$ cat src/rtl/fp_pkg.sv
// rtl/fp_pkg.sv - fixed-point word parameters, dendrite state encoding and clamp helper
//
// Contents:
//   WORD_LENGTH   default signed word width
//   VMAX          largest positive value of a WORD_LENGTH word
//   dend_state_t  dendrite FSM state encoding
//   sat_clamp     clamps a signed value into [0, vmax]; callers sign-extend into 32 bits
package fp;

  localparam int WORD_LENGTH = 16;
  localparam int VMAX        = (1 << (WORD_LENGTH - 1)) - 1;

  typedef enum logic [1:0] {IDLE, INTEGRATE, EMIT, REFRACT} dend_state_t;

  function automatic logic signed [31:0] sat_clamp(input logic signed [31:0] v,
                                                   input logic signed [31:0] vmax);
    if (v < 0)
      return '0;
    else if (v > vmax)
      return vmax;
    else
      return v;
  endfunction

endpackage

$ cat src/rtl/dendrite_adder_tree.sv
// rtl/dendrite_adder_tree.sv - combinational signed sum of NUM_IN packed operands
//
// Ports:
//   operands  NUM_IN x WIDTH packed signed values, operand 0 in the low bits
//   total     signed sum, OUT_W bits (OUT_W must cover WIDTH + clog2(NUM_IN))
module dendrite_adder_tree #(
  parameter int NUM_IN = 4,
  parameter int WIDTH  = 16,
  parameter int OUT_W  = WIDTH + $clog2(NUM_IN)
) (
  input  logic [NUM_IN*WIDTH-1:0] operands,
  output logic signed [OUT_W-1:0] total
);

  always_comb begin
    total = '0;
    for (int i = 0; i < NUM_IN; i++) begin
      total = total + OUT_W'($signed(operands[i*WIDTH +: WIDTH]));
    end
  end

endmodule

$ cat src/rtl/dendrite_array.sv
// rtl/dendrite_array.sv - leaky saturating dendritic compartment with plateau event handshake
//
// Ports:
//   clk, reset      rising-edge clock, synchronous active-low reset
//   syn_current     NUM_SYN x WIDTH signed synaptic currents, sampled every cycle
//   thresh          unsigned firing threshold, 0 disables firing
//   vmem            registered membrane value in [0, 2^(WIDTH-1)-1]
//   plateau_valid   event pending toward the neuron
//   plateau_ready   neuron accepts the event
//   plateau_amp     membrane value that caused the event, stable while valid
//   sat_flag        sticky, set when the membrane clamps at its upper bound
//   refractory      high while in the refractory state
module dendrite_array
  import fp::*;
#(
  parameter int NUM_SYN       = 4,
  parameter int WIDTH         = WORD_LENGTH,
  parameter int LEAK_SHIFT    = 4,
  parameter int REFRAC_CYCLES = 8
) (
  input  logic                     clk,
  input  logic                     reset,
  input  logic [NUM_SYN*WIDTH-1:0] syn_current,
  input  logic [WIDTH-1:0]         thresh,
  output logic [WIDTH-1:0]         vmem,
  output logic                     plateau_valid,
  input  logic                     plateau_ready,
  output logic [WIDTH-1:0]         plateau_amp,
  output logic                     sat_flag,
  output logic                     refractory
);

  // Two guard bits over the synapse sum keep vmem + sum - leak exact.
  localparam int SW     = WIDTH + $clog2(NUM_SYN) + 2;
  localparam int VMAX_I = (1 << (WIDTH - 1)) - 1;
  localparam int CW     = (REFRAC_CYCLES > 1) ? $clog2(REFRAC_CYCLES) : 1;
  localparam logic [CW-1:0] CNT_LOAD = CW'((REFRAC_CYCLES > 0) ? REFRAC_CYCLES - 1 : 0);

  dend_state_t state, state_d;
  logic [CW-1:0] cnt, cnt_d;
  logic [WIDTH-1:0] vmem_d, amp_d, nv;
  logic valid_d, refr_d, sat_d;
  logic signed [SW-1:0] syn_sum, vmem_ext, leak, raw;
  logic over, any_in, fire, update;

  dendrite_adder_tree #(
    .NUM_IN(NUM_SYN),
    .WIDTH (WIDTH),
    .OUT_W (SW)
  ) u_adder_tree (
    .operands(syn_current),
    .total   (syn_sum)
  );

  // vmem is never negative, so zero-extension keeps it positive in SW bits.
  assign vmem_ext = SW'($signed({1'b0, vmem}));
  assign leak     = (LEAK_SHIFT == 0) ? '0 : (vmem_ext >>> LEAK_SHIFT);
  assign raw      = vmem_ext + syn_sum - leak;
  assign over     = raw > SW'(VMAX_I);
  assign nv       = WIDTH'(sat_clamp(32'(raw), VMAX_I));
  assign any_in   = |syn_current;
  assign fire     = (thresh != '0) && (nv >= thresh);

  // Membrane only follows nv in IDLE (when stimulated) and INTEGRATE.
  assign update   = ((state == IDLE) && any_in) || (state == INTEGRATE);

  always_ff @(posedge clk) begin
    if (!reset)
      state <= IDLE;
    else
      state <= state_d;
  end

  always_comb begin
    state_d = state;
    case (state)
      IDLE: begin
        if (any_in)
          state_d = fire ? EMIT : INTEGRATE;
      end
      INTEGRATE: begin
        if (fire)
          state_d = EMIT;
        else if ((nv == '0) && !any_in)
          state_d = IDLE;
      end
      EMIT: begin
        if (plateau_valid && plateau_ready)
          state_d = (REFRAC_CYCLES == 0) ? IDLE : REFRACT;
      end
      REFRACT: begin
        if (cnt == '0)
          state_d = IDLE;
      end
      default: state_d = IDLE;
    endcase
  end

  always_comb begin
    vmem_d  = vmem;
    amp_d   = plateau_amp;
    sat_d   = sat_flag;
    cnt_d   = cnt;
    valid_d = (state_d == EMIT);
    refr_d  = (state_d == REFRACT);

    if (update) begin
      vmem_d = fire ? '0 : nv;
      if (fire)
        amp_d = nv;
      if (over)
        sat_d = 1'b1;
    end else if ((state == EMIT) || (state == REFRACT)) begin
      vmem_d = '0;
    end

    if ((state == EMIT) && (state_d == REFRACT))
      cnt_d = CNT_LOAD;
    else if ((state == REFRACT) && (cnt != '0))
      cnt_d = cnt - CW'(1);
  end

  always_ff @(posedge clk) begin
    if (!reset) begin
      vmem          <= '0;
      plateau_amp   <= '0;
      plateau_valid <= 1'b0;
      sat_flag      <= 1'b0;
      refractory    <= 1'b0;
      cnt           <= '0;
    end else begin
      vmem          <= vmem_d;
      plateau_amp   <= amp_d;
      plateau_valid <= valid_d;
      sat_flag      <= sat_d;
      refractory    <= refr_d;
      cnt           <= cnt_d;
    end
  end

endmodule

$ cat config.mk
export PLATFORM = sky130hd
export DESIGN_NAME = dendrite_array
export DESIGN_NICKNAME = d
export VERILOG_FILES = /design/src/rtl/fp_pkg.sv /design/src/rtl/dendrite_adder_tree.sv /design/src/rtl/dendrite_array.sv
export SDC_FILE = /design/constraint.sdc
export NUM_CORES = 1
export LEC_CHECK = 0
export ABC_AREA = 1
export CORE_MARGIN = 8
export CORE_UTILIZATION = 50
export DETAILED_ROUTE_END_ITERATION = 16
export PLACE_DENSITY = 0.78
export SLEW_MARGIN = 20
export SYNTH_ARGS = -nofsm -noshare
export SYNTH_HDL_FRONTEND = slang
export SYNTH_SLANG_ARGS = --single-unit
$ cat constraint.sdc
create_clock -name clk -period 10.5 [get_ports clk]
set_input_delay 2.1 -clock clk [delete_from_list [all_inputs] [get_ports clk]]
set_output_delay 2.1 -clock clk [all_outputs]
set_load 0.01 [all_outputs]
# Word-level counts from Yosys, hierarchy flattened
# Index checks and enable logic that the tools add are counted.
# Widths: inputs -> output; s select.
dict set report totals {
  register_bits 40
  inputBits 83
  output_inout_bits 35
  elab_cells 55
}
dict set report op_classes {
  add_sub_neg 6
  order_cmp 4
  n_eq_ne 5
  muxes 14
  reduce_logical 19
}
# cell count
set ops {}
lappend ops {{$mux 16} 5}
lappend ops {{$reduce_or 64->1} 1}
lappend ops {{$gt 20x16->1 const B} 2}
lappend ops {{$add 17x20->20} 1}
lappend ops {{$add 20x16->20} 1}
lappend ops {{$lt 20x1->1 const B} 1}
lappend ops {{$sub 20x13->20} 1}
lappend ops {{$add 17x16->18} 1}
lappend ops {{$add 16x16->17} 1}
lappend ops {{$ge 16x16->1} 1}
lappend ops {{$logic_not 16->1} 1}
lappend ops {{$reduce_bool 16->1} 1}
lappend ops {{$mux 2} 6}
lappend ops {{$eq 2x2->1 const B} 4}
lappend ops {{$pmux 2 s4} 1}
lappend ops {{$logic_and 1x1->1} 6}
lappend ops {{$mux 3} 2}
lappend ops {{$reduce_and 2->1} 2}
lappend ops {{$reduce_bool 2->1} 2}
lappend ops {{$logic_not 3->1} 1}
lappend ops {{$reduce_bool 3->1} 1}
lappend ops {{$sub 3x1->3 const B} 1}
lappend ops {{$eq 2x1->1 const B} 1}
lappend ops {{$logic_not 2->1} 1}
lappend ops {{2 further kinds} 3}

# Longest topological paths before layout
# Gate-level depths: netlist of run 1.
dict set report logic_depth {
  depth_word 16
  mapped_depth 44
  depth_no_buf 43
}

# Modules after synthesis
# A second synthesis of run 1 with hierarchy kept.
dict set report unflattened {
  hier_cells 924
  hier_area_um2 5894.4
}
# mod n_inst cells_per_inst area_per_inst_um2 seq_area_each_um2
set by_module_without_submodules {}
lappend by_module_without_submodules {dendrite_array 1 627 3947.5 800.8}
lappend by_module_without_submodules {dendrite_adder_tree 1 297 1946.9 0.0}

# Worst setup path before layout of run 1
# OpenSTA, ideal clock, no wires.
dict set report synth_path {
  kind {in2reg}
  from {in syn_current[5]}
  to {reg vmem[1]}
  setup_time_ps 71
  t_arrival_ps 7803
  t_required_ps 10429
  slack_ps 2626
  stages 41
  n_path_buf 3
  cell_sequence {inv_1 > fa_1 > inv_1 > ha_1 > a21oi_1 > inv_1 > a31oi_1 > o21ai_1 > a21boi_0 > o21ai_0 > a21oi_1 > o21ai_1 > xor2_1 > fa_1 > ha_1 > nand2_2 > inv_1 > nand2_1 > [5 not listed] > nor2_1 > nand3_1 > nand2_2 > buf_6 > buf_6 > nand2_1 > ha_1 > a21oi_1 > o21a_1 > nor2_1 > o21bai_1 > o311ai_0 > nand2_1 > inv_1 > nor2_1 > buf_2 > nand2_1 > a21oi_1}
}
dict set report synth_via {
  elab_chain_cells 12
  word_cells_on_any_way 17
  classes_between {add/sub (5); order compare (3); mux (4); reduce/logical (5)}
}
# item line_no
set synth_rtl {}
lappend synth_rtl {{start: declaration} dendrite_array.sv:23} ;# input logic [NUM_SYN*WIDTH-1:0] syn_current,
lappend synth_rtl {{$add 16x16->17 *} dendrite_adder_tree.sv:18} ;# total = total + OUT_W'($signed(operands[i*WIDTH +: WIDTH]));
lappend synth_rtl {{$add 17x16->18 *} dendrite_adder_tree.sv:18}
lappend synth_rtl {{$add 20x16->20 *} dendrite_adder_tree.sv:18}
lappend synth_rtl {{$add 17x20->20 *} dendrite_array.sv:58} ;# assign raw = vmem_ext + syn_sum - leak;
lappend synth_rtl {{$sub 20x13->20 *} dendrite_array.sv:58}
lappend synth_rtl {{$gt 20x16->1} fp_pkg.sv:19} ;# else if (v > vmax)
lappend synth_rtl {{$mux 16} fp_pkg.sv:19}
lappend synth_rtl {{$mux 16 *} fp_pkg.sv:17} ;# if (v < 0)
lappend synth_rtl {{named net nv[3]} dendrite_array.sv:41} ;# logic [WIDTH-1:0] vmem_d, amp_d, nv;
lappend synth_rtl {{$ge 16x16->1 *} dendrite_array.sv:62} ;# assign fire = (thresh != '0) && (nv >= thresh);
lappend synth_rtl {{$logic_and 1x1->1 *} dendrite_array.sv:62}
lappend synth_rtl {{$mux 16 *} dendrite_array.sv:108} ;# vmem_d = fire ? '0 : nv;
lappend synth_rtl {{$mux 16 *} dendrite_array.sv:107} ;# if (update) begin
lappend synth_rtl {{end signal: assignment} dendrite_array.sv:132} ;# vmem <= vmem_d;
lappend synth_rtl {{end: declaration} dendrite_array.sv:25} ;# output logic [WIDTH-1:0] vmem,
# The timed path passes the listed nets; every way through them passes the cells marked *.
# A chain may end at the register's enable or synchronous reset.

# Final worst setup path of run 1
dict set report layout_path {
  from {in syn_current[5]}
  to {reg vmem[11]}
}
# Same word-level chain as after synthesis.

==> key figures, run 1 <==
Finish
  • Share of cells above drive strength 1: 3.48%
  • N_diodes: 0
  • Nets: 1079
  • Commonest non-fill, non-tap cell in the layout: inv_1
  • Most used cells in the layout excluding fill and tap cells: 174 x inv_1, 151 x nand2_1, 117 x clkdlybuf4s50_1
  • Layout area overhead: 25.3%

GRT
  • Antenna violations before repair: 0
  • Vias in the first global route: 5192
  • Largest net degree at the start of global routing: 22
  • GRT Overall Usage: 20.8%
  • Global route total overflow: 0
  • First-pass GRT wire length: 24900 µm

Synth
  • Synth Warn #: 0
  • Post-Syn Area: 5410 µm²
  • FF+latch count, synth: 40
  • Syn avg cell area: 6.97 µm²
  • Sequential area share after synthesis: 14.8%
  • Net count after synthesis: 965
  • Distinct cells, synth: 43
  • Post-Synthesis Cells: 775

Placement
  • DP HPWL: 12700 µm
  • IO buf count: 117
  • Placer Congestion: 0.909

CTS
  • CTS H-tree depth: 2
  • Setup Fix Bufs, Post-CTS: 0
  • Longest Clk Path Bufs: 2
  • Sink Count: 40
  • CTS root buf: clkbuf_8
  • Clock-pin slew on the worst setup and hold paths: 70 ps
  • CTS buffer count: 5
  • Worst-Skew Late Latency: 290 ps
  • Post-CTS sizing: 0
  • Hold buffer count at cts: 0
  • TritonCTS clock tree: built

Worst hold path
  • HP Start: plateau_amp[15]$_SDFFE_PN0P_
  • Hold depth: 2
  • Min-delay worst type: flop to flop

Critical path
  • Critical path capture point: vmem[11]$_SDFFE_PN0P_
  • Crit Reg-Reg Endpoint: vmem[11]$_SDFFE_PN0P_
  • R2R depth: 28
  • Crit path largest cell delay: 730 ps
  • Crit path max-delay cell type: nor2_1
  • Reg2Reg Setup Slack: 4710 ps
  • CP arrival: 9650 ps
  • Crit path required time: 10710 ps
  • CP Launch Type: input port
  • Cell mode on critical path: nand2_1
  • Kind of critical path: input port to flop
  • Setup crit end kind: flop
  • Max FO, Critical Path: 20
  • CP startpoint: syn_current[5]
  • Worst r2r src: vmem[1]$_SDFFE_PN0P_

STA
  • Min cycle time layout: 9450 ps
  • Worst rel slew slack: 36.9%
  • Final period util: 90.0%
  • Max-slew violations: 0
  • Final setup vio count: 0
  • Setup TNS: 0 ps
  • Setup Skew: 5.00 ps
  • Unrepaired setup endpoints after global routing: false
  • Fmax: 0.106 GHz
  • Worst slew pin tran: 944 ps
  • Final Hold Fails: 0

Route
  • Initial drt markers: 320
  • First drt pass iteration count: 5
  • Vias: 5200
  • Wire length per cell: 14.2 µm
  • Vias per cell: 5.05
  • Post-route DRC: 0
  • Antenna Nets Post-Route: 0
  • Total wire length: 14600 µm

Status
  • Status: finished clean

Floorplan
  • I/O Pins: 118
  • Num rows: 38
  • Die height: 120 µm
  • Die width: 120 µm
  • Die Area: 14400 µm²
  • Initial Util: 50.5%
  • Core area: 10700 µm²

Run
  • Max-Cap Viols: 0
==> layer usage <==
metal | GRT usage, % | routed length [µm] | vias to the layer above
li1 | - | - | 2677
met5 | 0 | 0 | -
met2 | 35.2 | 6770 | 128
met3 | 3.05 | 758 | 11
met4 | 3.04 | 136 | 0
met1 | 28.1 | 6920 | 2384
==> kinds of logic after synthesis <==
group	synth area share, %
fa+ha+maj	31.0
compound gates	12.5
xor+xnor	4.05
simple gates	24.1
flops	14.8
buf+inv	13.4
other cells	0.0694
==> sequential cells by signal (all words and copies together) (netlist names) <==
| register | flops |
|---|---|
| plateau_amp | 16 |
| vmem | 16 |
| cnt | 3 |
| state | 2 |
| plateau_valid | 1 |
| refractory | 1 |
| sat_flag | 1 |
==> worst min path at each step <==
stage	to
5_1_grt	plateau_amp[15]$_SDFFE_PN0P_
3_3_place_gp	plateau_amp[15]$_SDFFE_PN0P_
4_1_cts	plateau_amp[15]$_SDFFE_PN0P_
3_5_place_dp	plateau_amp[15]$_SDFFE_PN0P_
6_report	plateau_amp[15]$_SDFFE_PN0P_
2_1_floorplan	plateau_amp[15]$_SDFFE_PN0P_
==> Yosys cell counts, drive strengths merged <==
master | instances | area (µm²)
inv | 175 | 657
nand2 | 159 | 622
nor2 | 68 | 265
a21oi | 66 | 334
ha | 62 | 776
fa | 45 | 901
dfxtp | 40 | 801
o21ai | 40 | 219
nand3 | 26 | 160
nor4 | 16 | 100
xor2 | 16 | 140
nand4 | 13 | 81.3
xnor2 | 9 | 78.8
nor3 | 7 | 35.0
buf | 6 | 48.8
o21bai | 4 | 30.0
clkbuf | 3 | 11.3
or2 | 3 | 18.8
and2 | 2 | 12.5
o21a | 2 | 15.0
o31ai | 2 | 15.0
a211oi | 1 | 7.51
a21boi | 1 | 7.51
a21o | 1 | 7.51
a31oi | 1 | 6.26
conb | 1 | 3.75
dlygate4sd3 | 1 | 10.0
nand3b | 1 | 7.51
o2111ai | 1 | 8.76
o211ai | 1 | 7.51
o221ai | 1 | 8.76
o311ai | 1 | 8.76
==> area by class of cell <==
| type | instances | area [µm²] |
|---|---|---|
| Clock buffer | 8 | 90.1 |
| Inverter | 175 | 657 |
| Tap cell | 140 | 175 |
| Sequential cell | 40 | 801 |
| Timing Repair Buffer | 117 | 1170 |
| Multi-Input combinational cell | 550 | 3880 |
| Fill cell | 999 | 3930 |
==> per-stage QoR <==
step                      instances  hold slack (ps)  cell area (µm²)  worst slack [ps]  util (%)
after floorplan                 775              460             5410              2630         -
after global placement         1022              423             6680               956      62.5
after CTS                      1030              438             6770              1190      63.3
final                          1030              436             6770              1050      63.3
after global routing           1030              456             6770               258      63.3
after detailed placement       1022              428             6680               891      62.5
==> worst max-delay path: cells and delay by family <==
kind | cells | cell delay [ps]
buffers and inverters | 6 | 800
adders and majority gates | 5 | 2050
and+or+nand+nor | 12 | 2150
AOI/OAI and AO/OA | 13 | 2350
xor gates and xnor gates | 1 | 180
Power of run 1 is not shown: default switching activity piles up to over one toggle a cycle in this logic, so the estimate is an artifact.
==> run 2: changes to the inputs <==
CORE_UTILIZATION = 35   (was 50)
PLACE_DENSITY = 0.58   (was 0.78)
SLEW_MARGIN = default   (was 20)
==> run 2 against run 1 <==
Against the previous run: critical path depth is 2 higher; flip-flop and latch count stayed put; count of clock-buffer cells in the layout is 2 lower; critical path type unchanged.
==> key figures, run 2 (synthesized netlist as in run 1, its figures left out) <==
Critical path
  • CP Launch Type: input port
  • Setup crit end kind: flop
  • Max FO, Critical Path: 20 (unchanged)
  • Reg2Reg Setup Slack: 4740 ps (+30 ps)
  • CP delay by family, top: adder cells
  • Crit path required time: 10690 ps (-20 ps)
  • Critical Path Stages: 39 (+5.4%)
  • Kind of critical path: input port to flop
  • Crit path max-delay cell type: fa_1
  • CP startpoint: syn_current[5]
  • Crit path largest cell delay: 530 ps (-200 ps)
  • Crit Reg-Reg Endpoint: plateau_amp[0]$_SDFFE_PN0P_
  • WP buf/inv: 7 (+1)
  • Worst r2r src: vmem[1]$_SDFFE_PN0P_
  • CP arrival: 9410 ps (-240 ps)
  • Cell mode on critical path: nand2_1
  • R2R depth: 28 (unchanged)
  • Critical path capture point: plateau_amp[0]$_SDFFE_PN0P_

GRT
  • Vias in the first global route: 5226 (+0.65%)
  • GRT Overall Usage: 16.7% (-4.1 points)
  • Largest net degree at the start of global routing: 22 (unchanged)
  • First-pass GRT wire length: 26800 µm (+7.9%)
  • Antenna violations before repair: 0 (unchanged)
  • Global route total overflow: 0 (unchanged)

CTS
  • Hold buffer count at cts: 0 (unchanged)
  • Sink Count: 40 (unchanged)
  • CTS H-tree depth: 2 (unchanged)
  • Post-CTS sizing: 0 (unchanged)
  • Setup Fix Bufs, Post-CTS: 0 (unchanged)
  • CTS buffer count: 5 (unchanged)
  • CTS root buf: clkbuf_16
  • Clock-pin slew on the worst setup and hold paths: 60 ps (about the same)
  • Longest Clk Path Bufs: 2 (unchanged)
  • Worst-Skew Late Latency: 280 ps (about the same)
  • TritonCTS clock tree: built

Route
  • Total wire length: 16000 µm (+9.8%)
  • Vias: 5115 (-1.6%)
  • Met2 wire length: 7440 µm (+9.8%)
  • Initial drt markers: 227 (-29%)
  • Vias per cell: 4.74 (-6.1%)
  • First drt pass iteration count: 4 (-1)
  • Wire length on met3: 724 µm (-4.5%)
  • Post-route DRC: 0 (unchanged)
  • Wire length per cell: 14.8 µm (+4.8%)
  • Antenna Nets Post-Route: 0 (unchanged)
  • Metal1 wirelength: 7740 µm (+12%)
  • Top sig layer: met4

Floorplan
  • Core area: 15100 µm² (+42%)
  • Num rows: 45 (+18%)
  • Die height: 140 µm (+17%)
  • Die Area: 19700 µm² (+37%)
  • I/O Pins: 118 (unchanged)
  • Die width: 140 µm (+17%)
  • Initial Util: 35.7% (-15 points)

Finish
  • Post-Layout Cell Count: 1079 (+4.8%)
  • Final Instance Area: 6900 µm² (+1.9%)
  • Commonest non-fill, non-tap cell in the layout: inv_1
  • Layout area overhead: 27.7%
  • Share of cells above drive strength 1: 3.82% (+0.33 points)
  • Most used cells in the layout excluding fill and tap cells: 174 x inv_1, 151 x nand2_1, 117 x clkdlybuf4s50_1
  • Nets: 1080 (+0.093%)
  • N_diodes: 0 (unchanged)
  • Biggest regs: plateau_amp: 16 flops, vmem: 16 flops, cnt: 3 flops

STA
  • Final period util: 87.8% (-2.2 points)
  • Worst slew pin tran: 768 ps (-175 ps)
  • Min cycle time layout: 9220 ps (-227 ps)
  • Unrepaired setup endpoints after global routing: false
  • Fmax: 0.108 GHz (+2.5%)
  • Final Hold Fails: 0 (unchanged)
  • Max-slew violations: 0 (unchanged)
  • Worst rel slew slack: 48.7% (+12 points)
  • Setup TNS: 0 ps (unchanged)
  • Setup Skew: 8.58 ps (+3.58 ps)
  • Final setup vio count: 0 (unchanged)

Placement
  • Placer Congestion: 0.919 (+1.1%)
  • Area post-placement: 6750 µm² (+1.0%)
  • Inst Count DP: 1071 (+4.8%)
  • DP HPWL: 14200 µm (+12%)
  • IO buf count: 117 (unchanged)

Worst hold path
  • Min-delay worst type: flop to flop

Status
  • Status: finished clean

Run
  • Max-Cap Viols: 0 (unchanged)
==> run 2: cell types whose count changed in the layout (fill, tap and decap cells not counted) <==
cell        previous run  this run
clkbuf_16              0         5
buf_4                  0         1
clkbuf_1               2         0
clkbuf_8               6         1
clkinvlp_4             0         2
==> run 2: tightest hold or removal path, cell delays in order (launching register included) <==
cell     delay, ps
dfxtp_1        300
nand2_1         50
nor2_1          30
==> run 2: worst min-delay path by stage <==
stage	from	endpoint	slack, ps	cells after the start
2_1_floorplan	plateau_amp[15]$_SDFFE_PN0P_	plateau_amp[15]$_SDFFE_PN0P_	460	2
3_3_place_gp	plateau_amp[15]$_SDFFE_PN0P_	plateau_amp[15]$_SDFFE_PN0P_	430	2
3_5_place_dp	plateau_amp[15]$_SDFFE_PN0P_	plateau_amp[15]$_SDFFE_PN0P_	430	2
4_1_cts	plateau_amp[15]$_SDFFE_PN0P_	plateau_amp[15]$_SDFFE_PN0P_	440	2
5_1_grt	plateau_amp[15]$_SDFFE_PN0P_	plateau_amp[15]$_SDFFE_PN0P_	440	2
6_report	plateau_amp[15]$_SDFFE_PN0P_	plateau_amp[15]$_SDFFE_PN0P_	430	2
==> run 2: final cells by class <==
| class | count | area (µm²) |
|---|---|---|
| Tap cell | 188 | 235 |
| Inverter | 175 | 657 |
| Fill cell | 1582 | 8240 |
| Timing Repair Buffer | 118 | 1180 |
| Clock inverter | 2 | 15.0 |
| Multi-Input combinational cell | 550 | 3880 |
| Sequential cell | 40 | 801 |
| Clock buffer | 6 | 139 |
==> run 2: metal layers <==
metal | global-route usage (%) | vias to the layer above
met3 | 2.17 | 9
li1 | - | 2683
met5 | 0 | -
met1 | 22.2 | 2317
met4 | 2.57 | 0
met2 | 28.8 | 106
==> run 2: through the flow <==
step           utilization [%]  setup WS, ps  hold slack (ps)
2_1_floorplan                -          2630              460
3_3_place_gp              44.6          1200              426
3_5_place_dp              44.6          1080              428
4_1_cts                   45.6          1350              436
5_1_grt                   45.6           528              441
6_report                  45.6          1280              430
Power of run 2 is left out for the same reason.
==> run 3: changes to the inputs <==
CORE_ASPECT_RATIO = 1.1   (was default)
TNS_END_PERCENT = 100   (was default)
==> run 3 against run 2 <==
Against the previous run: wire length fell by 5.8%; sequential share of layout area about the same; highest routed layer unchanged; setup slack improved by 160 ps; final cell count up 0.74%; global-route usage down 0.89 points; register-to-register slack improved by 180 ps; count of clock-buffer cells in the layout unchanged; first-iteration DRC count fell by 35%; clock skew shrank 4.1 ps; design area grew 0.29%.
==> key figures, run 3 (synthesized netlist as in run 1, its figures left out) <==
Floorplan
  • Die Area: 19700 µm² (about the same)
  • Num rows: 47 (+4.4%)
  • Die width: 134 µm (-4.1%)
  • Die height: 146 µm (+4.3%)
  • Core area: 15100 µm² (-0.60%)
  • I/O Pins: 118 (unchanged)
  • Initial Util: 35.9% (+0.22 points)

Run
  • Max-Cap Viols: 0 (unchanged)

Route
  • Wire length per cell: 13.9 µm (-6.5%)
  • Initial drt markers: 147 (-35%)
  • Post-route DRC: 0 (unchanged)
  • Vias per cell: 4.69 (-1.1%)
  • Antenna Nets Post-Route: 0 (unchanged)
  • Total wire length: 15100 µm (-5.8%)
  • Vias: 5097 (-0.35%)
  • First drt pass iteration count: 4 (unchanged)

Finish
  • Commonest non-fill, non-tap cell in the layout: inv_1
  • N_diodes: 0 (unchanged)
  • Share of cells above drive strength 1: 3.70% (-0.11 points)
  • Biggest regs: plateau_amp: 16 flops, vmem: 16 flops, cnt: 3 flops
  • Most used cells in the layout excluding fill and tap cells: 174 x inv_1, 151 x nand2_1, 117 x clkdlybuf4s50_1
  • Layout area overhead: 28.1%
  • Nets: 1080 (unchanged)

CTS
  • Post-CTS sizing: 0 (unchanged)
  • Sink Count: 40 (unchanged)
  • CTS buffer count: 5 (unchanged)
  • Setup Fix Bufs, Post-CTS: 0 (unchanged)
  • Longest Clk Path Bufs: 2 (unchanged)
  • Clock-pin slew on the worst setup and hold paths: 60 ps (about the same)
  • Worst-Skew Late Latency: 290 ps (about the same)
  • TritonCTS clock tree: built
  • Hold buffer count at cts: 0 (unchanged)
  • CTS H-tree depth: 2 (unchanged)
  • CTS root buf: clkbuf_16

Critical path
  • Crit path largest cell delay: 520 ps (about the same)
  • Crit path required time: 10700 ps (about the same)
  • Cell mode on critical path: nand2_1
  • Worst r2r src: vmem[1]$_SDFFE_PN0P_
  • Crit Reg-Reg Endpoint: plateau_amp[0]$_SDFFE_PN0P_
  • Reg2Reg Setup Slack: 4920 ps (+180 ps)
  • Crit path max-delay cell type: fa_1
  • Kind of critical path: input port to flop
  • Setup crit end kind: flop
  • Max FO, Critical Path: 20 (unchanged)
  • CP Launch Type: input port
  • CP arrival: 9260 ps (-150 ps)
  • R2R depth: 28 (unchanged)

Placement
  • IO buf count: 117 (unchanged)
  • DP HPWL: 13500 µm (-4.8%)
  • Placer Congestion: 0.872 (-5.1%)

Worst hold path
  • Hold depth: 2 (unchanged)
  • HP Start: plateau_amp[15]$_SDFFE_PN0P_
  • Hold Path Sink: plateau_amp[15]$_SDFFE_PN0P_
  • Min-delay worst type: flop to flop

STA
  • Worst slew pin tran: 722 ps (-46.3 ps)
  • Setup TNS: 0 ps (unchanged)
  • Max-slew violations: 0 (unchanged)
  • Final period util: 86.3% (-1.5 points)
  • Final setup vio count: 0 (unchanged)
  • Fmax: 0.110 GHz (+1.8%)
  • Min cycle time layout: 9060 ps (-160 ps)
  • Unrepaired setup endpoints after global routing: false
  • Hold WS: 440 ps (+9.71 ps)
  • Setup Skew: 4.46 ps (-4.12 ps)
  • Final Hold Fails: 0 (unchanged)
  • Worst rel slew slack: 51.8% (+3.1 points)

GRT
  • Global route total overflow: 0 (unchanged)
  • Largest net degree at the start of global routing: 22 (unchanged)
  • Antenna violations before repair: 0 (unchanged)
  • Vias in the first global route: 5430 (+3.9%)
  • First-pass GRT wire length: 25600 µm (-4.8%)
  • GRT Overall Usage: 15.8% (-0.89 points)

Status
  • Status: finished clean
==> run 3: worst max-delay path by stage <==
stage	slack [ps]	from	to
after floorplan	2630	syn_current[5]	vmem[1]$_SDFFE_PN0P_
after global placement	1280	syn_current[5]	plateau_amp[0]$_SDFFE_PN0P_
after detailed placement	1120	syn_current[5]	plateau_amp[0]$_SDFFE_PN0P_
after CTS	1390	syn_current[5]	plateau_amp[0]$_SDFFE_PN0P_
after global routing	580	syn_current[5]	plateau_amp[0]$_SDFFE_PN0P_
final	1440	syn_current[5]	plateau_amp[0]$_SDFFE_PN0P_
==> run 3: worst max-delay path: cells and delay by family <==
family	cells	cell delay (ps)
AOI/OAI and AO/OA	11	2160
adders and majority gates	5	1990
and+or+nand+nor	12	1700
buffers and inverters	6	1080
xor gates and xnor gates	1	180
==> run 3: final cells by class <==
type / instances / area [µm²]
fill: 1646 / 8130
multi-input combinational: 550 / 3880
timing repair buffer: 118 / 1180
sequential: 40 / 801
inverter: 175 / 657
tap: 196 / 245
clock buffer: 6 / 129
clock inverter: 2 / 35.0
==> run 3: stage by stage <==
stage               worst slack (ps)  cell area [µm²]  utilization [%]  cells
floorplan                       2630             5410                -    775
global placement                1280             6760             44.9   1079
detailed placement              1120             6760             44.9   1079
CTS                             1390             6920             46.0   1087
global route                     585             6920             46.0   1087
finish                          1440             6920             46.0   1087
==> run 3: routing by layer <==
| layer | track usage [%] | vias up | wire length [µm] |
|---|---|---|---|
| li1 | - | 2675 | - |
| met1 | 18.6 | 2277 | 6740 |
| met2 | 28.5 | 130 | 7250 |
| met3 | 3.09 | 15 | 885 |
| met4 | 3.99 | 0 | 214 |
| met5 | 0 | - | 0 |
Power of run 3 is left out for the same reason.
